[config.mk]
export PLATFORM = sky130hd
export DESIGN_NAME = pipe_stage_reg
export DESIGN_NICKNAME = d
export VERILOG_FILES = /design/src/rtl/pipe_stage_reg.sv
export SDC_FILE = /design/constraint.sdc
export NUM_CORES = 1
export LEC_CHECK = 0
export CORE_MARGIN = 3
export CORE_UTILIZATION = 31
export CTS_CLUSTER_SIZE = 25
export DETAILED_ROUTE_END_ITERATION = 16
export GPL_TIMING_DRIVEN = 0
export PLACE_DENSITY = 0.7
export SETUP_SLACK_MARGIN = 0.02
export SYNTH_ARGS = -nofsm -noshare
export SYNTH_HDL_FRONTEND = slang
export SYNTH_SLANG_ARGS = --single-unit
export TNS_END_PERCENT = 100
[constraint.sdc]
create_clock -name clock -period 1.4 [get_ports clock]
set_clock_uncertainty 0.15 [all_clocks]
set_input_delay 0.14 -clock clock [delete_from_list [all_inputs] [get_ports clock]]
set_output_delay 0.14 -clock clock [all_outputs]
set_load 0.02 [all_outputs]
[src/rtl/pipe_stage_reg.sv]
// Pipeline-stage register with a one-entry skid buffer, valid/ready handshake and flush-to-NOP.
// Optional performance counters (stall/bubble) are compiled in when PIPE_STAGE_PERF_EN is defined.
module pipe_stage_reg #(
  parameter int               WIDTH     = 32,
  parameter logic [WIDTH-1:0] NOP_VALUE = {WIDTH{1'b0}},
  parameter int               CNT_W     = 16
) (
  input  logic             clock,
  input  logic             reset,
  input  logic             in_valid,
  output logic             in_ready,
  input  logic [WIDTH-1:0] in_data,
  output logic             out_valid,
  input  logic             out_ready,
  output logic [WIDTH-1:0] out_data,
  input  logic             flush,
  output logic [CNT_W-1:0] stall_cnt,
  output logic [CNT_W-1:0] bubble_cnt
);

  logic             main_v_q, main_v_d;
  logic [WIDTH-1:0] main_d_q, main_d_d;
  logic             skid_v_q, skid_v_d;
  logic [WIDTH-1:0] skid_d_q, skid_d_d;
  logic             in_ready_q, in_ready_d;
  logic             in_tx;
  logic             out_tx;

  assign in_tx  = in_valid & in_ready_q;
  assign out_tx = main_v_q & out_ready;

  always_comb begin
    main_v_d = main_v_q;
    main_d_d = main_d_q;
    skid_v_d = skid_v_q;
    skid_d_d = skid_d_q;
    if (flush) begin
      // A flush empties both entries; any word offered this cycle is dropped.
      main_v_d = 1'b0;
      main_d_d = NOP_VALUE;
      skid_v_d = 1'b0;
      skid_d_d = NOP_VALUE;
    end else begin
      case ({main_v_q, skid_v_q})
        2'b00: begin
          if (in_tx) begin
            main_v_d = 1'b1;
            main_d_d = in_data;
          end
        end
        2'b10: begin
          if (in_tx && out_tx) begin
            main_d_d = in_data;
          end else if (in_tx) begin
            skid_v_d = 1'b1;
            skid_d_d = in_data;
          end else if (out_tx) begin
            main_v_d = 1'b0;
            main_d_d = NOP_VALUE;
          end
        end
        2'b11: begin
          // in_ready is low here, so only the drain of main can happen.
          if (out_tx) begin
            main_d_d = skid_d_q;
            skid_v_d = 1'b0;
            skid_d_d = NOP_VALUE;
          end
        end
        default: begin
          main_v_d = 1'b0;
          main_d_d = NOP_VALUE;
          skid_v_d = 1'b0;
          skid_d_d = NOP_VALUE;
        end
      endcase
    end
    in_ready_d = ~skid_v_d;
  end

  always_ff @(posedge clock) begin
    if (reset) begin
      main_v_q   <= 1'b0;
      main_d_q   <= NOP_VALUE;
      skid_v_q   <= 1'b0;
      skid_d_q   <= NOP_VALUE;
      in_ready_q <= 1'b1;
    end else begin
      main_v_q   <= main_v_d;
      main_d_q   <= main_d_d;
      skid_v_q   <= skid_v_d;
      skid_d_q   <= skid_d_d;
      in_ready_q <= in_ready_d;
    end
  end

  assign in_ready  = in_ready_q;
  assign out_valid = main_v_q;
  assign out_data  = main_d_q;

`ifdef PIPE_STAGE_PERF_EN
  logic [CNT_W-1:0] stall_cnt_q, stall_cnt_d;
  logic [CNT_W-1:0] bubble_cnt_q, bubble_cnt_d;

  // Saturating counters, observed from the registered outputs; only reset clears them.
  always_comb begin
    stall_cnt_d  = stall_cnt_q;
    bubble_cnt_d = bubble_cnt_q;
    if (main_v_q && !out_ready && (stall_cnt_q != {CNT_W{1'b1}})) begin
      stall_cnt_d = stall_cnt_q + CNT_W'(1);
    end
    if (!main_v_q && (bubble_cnt_q != {CNT_W{1'b1}})) begin
      bubble_cnt_d = bubble_cnt_q + CNT_W'(1);
    end
  end

  always_ff @(posedge clock) begin
    if (reset) begin
      stall_cnt_q  <= '0;
      bubble_cnt_q <= '0;
    end else begin
      stall_cnt_q  <= stall_cnt_d;
      bubble_cnt_q <= bubble_cnt_d;
    end
  end

  assign stall_cnt  = stall_cnt_q;
  assign bubble_cnt = bubble_cnt_q;
`else
  assign stall_cnt  = '0;
  assign bubble_cnt = '0;
`endif

endmodule
==> impl_results.md, run 1 <==
* Status: finished with violations
* Failing checks: negative setup slack
* CTS Buffer Depth at 2
* Dpl ws at -0.613 ns
* Startpoint Class: register
* DRT Pass-1 Iters at 8
* Largest net degree at the start of global routing at 14
* Clock Latency Late Sink at ~0.35 ns
* Via density at about 5.5
* Most frequent cell after synthesis: a21oi_1
* Final Setup Violations at 64
* CP max FO at 5
* Iter 0 DRT Violations at just under 300
* Final wirelength at between 10,000 and 15,000 µm
* Global-route wire length before repair at 18,200 µm
* Top cell type's share of synthesized area at 40.3%
* Worst-case reg-to-reg path depth at 7
* Final nets at just under 600
* Most used cell, CP: buf_6
* Port Buffers at 70
* Final hold vios at 0
* CTS tree: done
* Crit path buffers/inverters at 3
* Cell count after synthesis at roughly 420
* Crit path largest cell delay at 0.38 ns
* Layout cell share with drive strength beyond 1 at about 46%
* Ant diodes at 0
* Worst vdd ir at around 600 µV
* GRT Residual Overflow at 0
* Sink Count at 67
* Die height at 110 µm
* Syn_area_per_cell at approximately 7.9 µm²
* CP endpoint kind: register
* Ys flop type: dfxtp_1
* Overall Power at approximately 0.0047 W
* Row count at 37
* Detailed-route wire length per cell at 19.6 µm
* DP HPWL at around 7400 µm
* Synthesis-to-finish area growth at 77.9%
* Leakage at 2.18 nW
* GRT Util Overall at a little under a fifth
* Setup TNS at -11.46 ns
* Yosys warns at 0
* Routed vias at between 3,000 and 4,000
* Clk slew on worst S/H paths at about 0.08 ns
* Synthesized cell area at ~3300 µm²
* Final worst setup slack at -0.265 ns
* Initial antenna violation count at 0
* Tcrit/Tclk final at 119%
* Async set-reset flop share out of synthesis at 0%
* Seq/Total Area, Yosys at about two fifths
* Initial core utilization at between 30 and 40%
* Fin Hold WS at 0.267 ns
* #FFs+latches synth at between 60 and 70
* Critical Path Stages at 7
* Root buf cell: clkbuf_8
* Max Slew Vio Count at 0
* Crit-path leading delay family: buffers and inverters
* CORE AREA at just over 10,000 µm²
* Hold depth at 3
* CTS Buf Count at 9
* Rel. slew slack at roughly half
* P per Cell Area at roughly 800 nW/µm²
* DRC at 0
* Crit path cell chain: nand2_8 -> buf_4 -> nor3_4 -> buf_6 -> buf_6 -> nand3_2 -> a21oi_2
* Worst Tran Pin Value at roughly 0.76 ns
* Die X at about 110 µm
* RSZ-0062 raised after global routing: true
* Arrival @ worst endpoint at around 1.8 ns
* Vias in the first global route at about 3,700
* CTS Hold Bufs at 0
* Max Fclk at between 600 and 700 MHz
* Minimum clock period at approximately 1.7 ns
* Ranking of synthesized cells by area: dfxtp_1 (40%), a21oi_1 (14%), nand3_1 (9.6%)
* Synth cell types at 26
* EDFF count, synth at 0
* Max-cap violations at 0
* Crit-path slowest cell: dfxtp_4
* Synth cell count leaders: a21oi_1 (94), dfxtp_1 (67), nand3_1 (64)
* Critical Path RT at ~1.5 ns
* Area leader, netlist: dfxtp_1
* Hold Path Class: in -> reg
* DIE AREA at 12,000 µm²
* # IOs at ~100
* Antenna-violating nets left at 0
* Critical path type: reg -> reg
* Htree depth at 3
* Gp weighted congestion at between 0.8 and 0.9
through the flow:
stage                     area [µm²]  utilization [%]  instances
after global placement          4360             42.1        656
final                           5920             57.1        700
after CTS                       5190             50.0        690
after floorplan                 3490                -        450
after global routing            5920             57.1        700
after detailed placement        4360             42.1        656
kinds of logic (layout without fill, tap and decap cells):
family | count (synthesis) | count (layout) | share of synthesized area (%)
and+or+nand+nor | 143 | 143 | 22.8
AOI/OAI and AO/OA | 132 | 132 | 23.7
buffers and inverters | 76 | 190 | 13.1
DFF | 67 | 67 | 40.3
other | 1 | 32 | 0.113
what timing repair did:
item                       4_1_cts  5_1_grt
cloned                           4        4
pin swaps                       47       63
gates resized for setup        165      149
setup buffers                   15        8
setup endpoints to repair      101       67
cells in the final DEF (no fill, tap or decap), types with 2 or more instances in the layout:
cell and instances:
a21oi_1 45, a21oi_2 46, a21oi_4 3, a22o_1 3, and2_1 2, buf_12 2, buf_16 2, buf_2 2
buf_4 47, buf_6 20, buf_8 9, bufinv_16 2, clkbuf_1 2, clkbuf_16 4, clkbuf_2 10, clkbuf_4 5
clkbuf_8 12, clkdlybuf4s50_1 35, clkinv_4 2, conb_1 32, dfxtp_1 64, dfxtp_4 3, dlygate4sd2_1 31, inv_6 2
nand2_1 32, nand3_1 23, nand3_2 28, nand3_4 13, nor2_1 4, nor3_4 2, nor3b_1 4, nor3b_2 24
nor3b_4 2, o22ai_1 3, o32ai_1 17, o32ai_2 12
final cells by class:
type,count,area [µm²]
buffer,73,666
clock buffer,9,124
clock inverter,7,100
fill,846,4450
inverter,1,3.75
multi-input combinational,307,2480
sequential,67,1350
tap,136,170
timing repair buffer,100,1020
flip-flops by register name, indices dropped and copies added (netlist names):
signal and count:
skid_d_q 32, out_data 32, out_valid 1, skid_v_q 1, in_ready 1
where the power goes:
part,internal (W),switching [W],total (W)
logic,0.000444,0.000518,0.000962
clock network,0.00102,0.000835,0.00185
registers,0.00192,0.0000136,0.00193
total,0.00338,0.00137,0.00475
final timing paths:
kind	start	endpoint	slack (ns)
setup / recovery	in_ready$_SDFF_PP1_	skid_d_q[28]$_SDFFE_PP0P_	-0.26
hold / removal	in_data[16]	skid_d_q[16]$_SDFFE_PP0P_	0.27
setup reg to reg	in_ready$_SDFF_PP1_	skid_d_q[28]$_SDFFE_PP0P_	-0.26
hold reg to reg	skid_d_q[0]$_SDFFE_PP0P_	skid_d_q[0]$_SDFFE_PP0P_	0.33
metal layers:
metal  vias up  part of all wire (%)  global-route usage [%]  routed length, µm
met4         0                   4.0                    7.66                554
met1      1866                    38                    23.0               5250
met2       229                    51                    33.7               7010
li1       1738                     -                       -                  -
met5         -                     0                       0                  0
met3        48                   6.9                    3.52                943
tightest hold or removal path: stages:
cell and delay (ns):
clkdlybuf4s50_1 0.44, nand3_1 0.10, a21oi_2 0.05
Power figures use the tool's default switching activity.
==> run 2, diff against run 1 <==
--- a/config.mk
+++ b/config.mk
@@ -10,7 +10,7 @@
 export CTS_CLUSTER_SIZE = 25
 export DETAILED_ROUTE_END_ITERATION = 16
 export GPL_TIMING_DRIVEN = 0
-export PLACE_DENSITY = 0.7
+export PLACE_DENSITY = 0.65
 export SETUP_SLACK_MARGIN = 0.02
 export SYNTH_ARGS = -nofsm -noshare
 export SYNTH_HDL_FRONTEND = slang
==> run 2 against run 1 <==
Sequential power hardly changed. Total power fell by 5.9%. Register-to-register slack got worse by 0.04 ns. Maximum frequency shrank 2.5%. Sequential cell count unchanged. Design area is 4.5% lower. Via count fell by 3.7%. Non-clock buffer count down 6. The flow still finishes with violations (negative setup slack). Worst setup slack got worse by 0.043 ns. Die area did not move. Clock power down 9.7%. Largest power group unchanged.
==> impl_results.md, run 2 (synthesized netlist as in run 1, its figures left out) <==
* Status: finished with violations
* Failing checks: negative setup slack
* Tcrit/Tclk final at 122% (+3.0 points)
* Leakage at 2.08 nW (-4.6%)
* Crit-path slowest cell: dfxtp_4
* CORE AREA at 10,400 µm² (unchanged)
* Initial core utilization at 32.1% (unchanged)
* Crit-path leading delay family: buffers and inverters
* Arrival @ worst endpoint at 1.82 ns (+0.02 ns)
* CTS tree: done
* Max-cap violations at 0 (unchanged)
* Synthesis-to-finish area growth at 69.9%
* Register area at 1350 µm² (unchanged)
* Final Setup Violations at 64 (unchanged)
* Largest net degree at the start of global routing at 13 (-1)
* Crit path largest cell delay at 0.38 ns (about the same)
* Max Fclk at 586 MHz (-2.5%)
* Via density at 5.39 (-2.9%)
* Ant diodes at 0 (unchanged)
* Crit path buffers/inverters at 3 (unchanged)
* Fin cells at 694 (-0.86%)
* Startpoint Class: register
* R2R Path Start: in_ready$_SDFF_PP1_
* Die X at 110 µm (unchanged)
* CTS Buf Count at 9 (unchanged)
* Logic pwr share at 19.5% (-0.8 points)
* Setup TNS at -16.20 ns (-4.73 ns)
* Iter 0 DRT Violations at 195 (-34%)
* Final hold vios at 0 (unchanged)
* GRT Residual Overflow at 0 (unchanged)
* Multi-input gate area at 2280 µm² (-7.9%)
* Dpl cells at 656 (unchanged)
* CP endpoint kind: register
* Layout cell share with drive strength beyond 1 at 39.4% (-7.0 points)
* DRT Pass-1 Iters at 4 (-4)
* Max Slew Vio Count at 0 (unchanged)
* Worst Tran Pin Value at 0.755 ns (-0.00246 ns)
* # IOs at 103 (unchanged)
* Die height at 110 µm (unchanged)
* Psw at 0.00127 W (-6.8%)
* Clock Latency Late Sink at 0.35 ns (about the same)
* Critical path type: reg -> reg
* DRC at 0 (unchanged)
* Minimum clock period at 1.71 ns (+0.0426 ns)
* DIE AREA at 12,000 µm² (unchanged)
* Global-route wire length before repair at 17,500 µm (-3.5%)
* Sink Count at 67 (unchanged)
* Sequential power share at 43.2% (+2.5 points)
* Antenna-violating nets left at 0 (unchanged)
* Commonest cells after routing, fill and taps aside: dfxtp_1 (64), a21oi_1 (59), buf_4 (44)
* Root buf cell: clkbuf_8
* DP HPWL at 7160 µm (-3.3%)
* GRT Util Overall at 18.5% (-0.64 points)
* Switch share at 28.5% (-0.28 points)
* Final worst setup slack at -0.308 ns (-0.0426 ns)
* Final nets at 590 (-1.0%)
* CP max FO at 5 (unchanged)
* Dpl ws at -0.566 ns (+0.0467 ns)
* Most used cell, CP: buf_6
* Detailed-route wire length per cell at 17.2 µm (-12%)
* RSZ-0062 raised after global routing: true
* Hold_sp: in_valid
* Critical Path RT at 1.52 ns (about the same)
* Clock power frac at 37.4% (-1.6 points)
* Port Buffers at 70 (unchanged)
* Gp weighted congestion at 0.777 (-12%)
* Clk slew on worst S/H paths at 0.07 ns (about the same)
* P per Cell Area at 791 nW/µm² (-1.4%)
* Int Pwr at 0.00319 W (-5.5%)
* CTS Hold Bufs at 0 (unchanged)
* CP startpoint: in_ready$_SDFF_PP1_
* CTS Buffer Depth at 2 (unchanged)
* Final wirelength at 11,900 µm (-13%)
* Commonest non-fill, non-tap cell in the layout: dfxtp_1
* Worst vdd ir at 561 µV (-6.3%)
* Crit path cell chain: nand2_8 -> buf_12 -> nor3_4 -> buf_6 -> buf_6 -> a21oi_2 -> o32ai_2
* Htree depth at 3 (unchanged)
* Fillers at 904 (+6.9%)
* Row count at 37 (unchanged)
* Rel. slew slack at 49.7% (+0.16 points)
* Routed vias at 3,738 (-3.7%)
* Hold Path Class: in -> reg
* Vias in the first global route at 3,474 (-6.1%)
* Initial antenna violation count at 0 (unchanged)
==> run 2: path summary, 6_finish.rpt <==
kind	end	slack, ns	cells after the start
worst max-delay path	out_data[10]$_SDFFE_PP0P_	-0.31	7
worst min-delay path	in_ready$_SDFF_PP1_	0.23	3
worst max register to register	out_data[10]$_SDFFE_PP0P_	-0.31	7
worst min register to register	skid_d_q[22]$_SDFFE_PP0P_	0.32	2
==> run 2: worst reg2reg max path: stages, from the launching register on <==
cell and delay [ns]:
dfxtp_4 0.38, nand2_8 0.06, buf_12 0.14, nor3_4 0.30, buf_6 0.16, buf_6 0.12, a21oi_2 0.06, o32ai_2 0.24
==> run 2: power by group through the flow <==
stage | combinational, W | sequential, W | clock [W]
after floorplan | 0.000398 | 0.00199 | 0
after global placement | 0.000658 | 0.00198 | 0
final | 0.000870 | 0.00193 | 0.00167
after global routing | 0.000925 | 0.00193 | 0.00178
after detailed placement | 0.000664 | 0.00198 | 0
after CTS | 0.000787 | 0.00193 | 0.00169
==> run 2: what timing repair did <==
item / CTS / global route
endpoints found under the hold margin: 0 / 0
pin swaps: 32 / 36
endpoints found under the setup margin: 101 / 70
resized for setup: 168 / 89
cloned: 6 / 1
setup buffers: 12 / 4
==> run 2: final cells by class <==
cell class / instances / share of cell area, %
multi-input combinational: 307 / 40.4
sequential: 67 / 23.9
timing repair buffer: 93 / 16.5
buffer: 74 / 12.6
tap: 136 / 3.01
clock buffer: 10 / 2.44
clock inverter: 6 / 1.13
inverter: 1 / 0.0664
==> run 2: metal layers <==
metal | vias to the layer above | wire length [µm] | GRT usage [%]
li1 | 1730 | - | -
met1 | 1793 | 4850 | 24.0
met2 | 182 | 5820 | 29.9
met3 | 33 | 964 | 4.76
met4 | 0 | 304 | 6.14
met5 | - | 0 | 0
==> run 2: per-stage QoR <==
step                hold WS [ns]  utilization, %  total power (W)  cell area [µm²]
finish                     0.234            54.5          0.00447             5650
global route               0.254            54.5          0.00464             5650
CTS                        0.225            50.3          0.00440             5220
detailed placement         0.309            42.1          0.00264             4360
global placement           0.303            42.1          0.00263             4360
floorplan                  0.138               -          0.00239             3490
==> run 3, diff against run 2 <==
--- a/config.mk
+++ b/config.mk
@@ -9,8 +9,9 @@
 export CORE_UTILIZATION = 31
 export CTS_CLUSTER_SIZE = 25
 export DETAILED_ROUTE_END_ITERATION = 16
+export DONT_BUFFER_PORTS = 1
 export GPL_TIMING_DRIVEN = 0
-export PLACE_DENSITY = 0.65
+export PLACE_DENSITY = 0.52
 export SETUP_SLACK_MARGIN = 0.02
 export SYNTH_ARGS = -nofsm -noshare
 export SYNTH_HDL_FRONTEND = slang
==> run 3 against run 2 <==
The flow finishes with violations (negative hold slack, negative setup slack). Count of clock-buffer cells in the layout grew 1. Maximum frequency up 7.4%. Combinational power decreased by 11%. Sequential share of layout area increased by 4.1 points. Critical path type unchanged. Largest power group unchanged. Highest routed layer unchanged.
==> impl_results.md, run 3 (synthesized netlist as in run 1, its figures left out) <==
* Crit-path slowest cell: dfxtp_4
* Commonest non-fill, non-tap cell in the layout: a21oi_1
* Ant diodes at 0 (unchanged)
* Worst vdd ir at 533 µV (-4.9%)
* CTS tree: done
* P per Cell Area at 928 nW/µm² (+17%)
* # IOs at 103 (unchanged)
* Startpoint Class: register
* Logic pwr share at 17.3% (-2.2 points)
* CP max FO at 8 (+3)
* DRC at 0 (unchanged)
* Leakage at 1.66 nW (-20%)
* Status: finished with violations
* Iter 0 DRT Violations at 262 (+34%)
* CTS Buf Count at 9 (unchanged)
* CP endpoint kind: register
* CTS Buffer Depth at 2 (unchanged)
* Vias in the first global route at 3,096 (-11%)
* Htree depth at 3 (unchanged)
* RSZ-0062 raised after global routing: true
* Met1 Wirelength at 4990 µm (+2.9%)
* Die height at 110 µm (unchanged)
* Final Setup Violations at 64 (unchanged)
* Die X at 110 µm (unchanged)
* Max Fclk at 629 MHz (+7.4%)
* WL met3 at 848 µm (-12%)
* Initial antenna violation count at 0 (unchanged)
* Tcrit/Tclk final at 114% (-8.4 points)
* CORE AREA at 10,400 µm² (unchanged)
* Clk slew on worst S/H paths at 0.08 ns (about the same)
* Final worst setup slack at -0.190 ns (+0.118 ns)
* Row count at 37 (unchanged)
* Dpl cells at 586 (-11%)
* Layout cell share with drive strength beyond 1 at 31.5% (-7.9 points)
* Worst Tran Pin Value at 0.635 ns (-0.120 ns)
* Max Used Layer: met4
* Hold Path Class: in -> reg
* Max-cap violations at 0 (unchanged)
* Arrival @ worst endpoint at 1.70 ns (-0.12 ns)
* Initial core utilization at 32.1% (unchanged)
* Critical path type: reg -> reg
* Final hold vios at 5 (+5)
* Post-layout util at 46.5% (-8.0 points)
* Crit path cell chain: nand2_8 -> nor3_4 -> buf_6 -> buf_8 -> a21oi_2 -> o32ai_2
* Int Pwr at 0.00320 W (about the same)
* Global-route wire length before repair at 16,800 µm (-4.1%)
* Fin cells at 644 (-7.2%)
* Root buf cell: clkbuf_8
* Psw at 0.00129 W (+0.90%)
* Antenna-violating nets left at 0 (unchanged)
* Port Buffers at 0 (-100%)
* Sink Count at 67 (unchanged)
* Detailed-route wire length per cell at 17.9 µm (+4.3%)
* Largest net degree at the start of global routing at 13 (unchanged)
* Rel. slew slack at 57.7% (+8.0 points)
* Switch share at 28.7% (+0.18 points)
* Minimum clock period at 1.59 ns (-0.118 ns)
* Final wirelength at 11,600 µm (-3.2%)
* Fin Hold WS at -0.123 ns (-0.357 ns)
* Clock power frac at 39.1% (+1.7 points)
* Sequential power share at 43.6% (+0.4 points)
* GRT Residual Overflow at 0 (unchanged)
* Clock Latency Late Sink at 0.35 ns (about the same)
* Max Slew Vio Count at 0 (unchanged)
* Crit path largest cell delay at 0.43 ns (+0.05 ns)
* Synthesis-to-finish area growth at 45.1%
* DIE AREA at 12,000 µm² (unchanged)
* Routed vias at 3,382 (-9.5%)
* GRT Util Overall at 17.9% (-0.60 points)
* DRT Pass-1 Iters at 5 (+1)
* Failing checks: negative hold slack, negative setup slack
* Met2 wire length at 5600 µm (-3.8%)
* Critical Path RT at 1.51 ns (about the same)
* Via density at 5.25 (-2.5%)
* DP HPWL at 7180 µm (+0.28%)
* Commonest cells after routing, fill and taps aside: a21oi_1 (68), dfxtp_1 (64), nand3_1 (59)
* Final nets at 540 (-8.5%)
* Gp weighted congestion at 0.758 (-2.4%)
## run 3: stage by stage
| step | instance area (µm²) | hold WS (ns) | worst slack [ns] | total power, W | setup TNS, ns |
|---|---|---|---|---|---|
| after floorplan | 3490 | 0.138 | -0.0850 | 0.00239 | -2.83 |
| after global placement | 3660 | 0.139 | -0.338 | 0.00249 | -18.13 |
| after detailed placement | 3660 | 0.145 | -0.353 | 0.00249 | -19.57 |
| after CTS | 4300 | -0.150 | -0.208 | 0.00434 | -10.69 |
| after global routing | 4830 | -0.120 | -0.259 | 0.00464 | -12.74 |
| final | 4830 | -0.123 | -0.190 | 0.00448 | -8.97 |
## run 3: path summary, 6_finish.rpt
kind / start / to / slack (ns) / depth (start not counted)
setup reg to reg: in_ready$_SDFF_PP1_ / out_data[26]$_SDFFE_PP0P_ / -0.19 / 6
setup / recovery: in_ready$_SDFF_PP1_ / out_data[26]$_SDFFE_PP0P_ / -0.19 / 6
hold reg to reg: skid_d_q[21]$_SDFFE_PP0P_ / skid_d_q[21]$_SDFFE_PP0P_ / 0.32 / 2
hold / removal: out_ready / out_valid$_SDFFE_PP0P_ / -0.12 / 3
## run 3: metal layers
layer / up-vias / global-route usage [%]
met3: 13 / 5.40
met2: 106 / 29.1
met1: 1634 / 23.2
li1: 1629 / -
met4: 0 / 4.72
met5: - / 0
## run 3: timing repair
item	4_1_cts	5_1_grt
hold buffers	33	1
setup endpoints to repair	67	65
endpoints found under the hold margin	67	8
setup buffers	2	3
cloned	0	4
pin swaps	2	53
gates resized for setup	33	112
## run 3: power by group through the flow
stage / Sequential, W / Combinational (W) / Clock [W]
final: 0.00195 / 0.000774 / 0.00175
after global routing: 0.00196 / 0.000829 / 0.00185
after global placement: 0.00200 / 0.000485 / 0
after floorplan: 0.00199 / 0.000398 / 0
after detailed placement: 0.00200 / 0.000491 / 0
after CTS: 0.00196 / 0.000609 / 0.00177
## run 3: worst max-delay path, delay by kind of cell, from the launching register on
kind / cells / cell delay [ns]
AOI/OAI and AO/OA: 2 / 0.27
buffers and inverters: 2 / 0.32
DFF: 1 / 0.43
and+or+nand+nor: 2 / 0.33
## run 3: layout make-up
| class | instances | area, µm² |
|---|---|---|
| multi-input cells | 307 | 2060 |
| fillers | 1013 | 5540 |
| inverters | 1 | 3.75 |
| plain buffers | 74 | 567 |
| clock inverters | 5 | 58.8 |
| flip-flops and latches | 67 | 1350 |
| repair buffers | 43 | 458 |
| clock buffers | 11 | 153 |
| well taps | 136 | 170 |
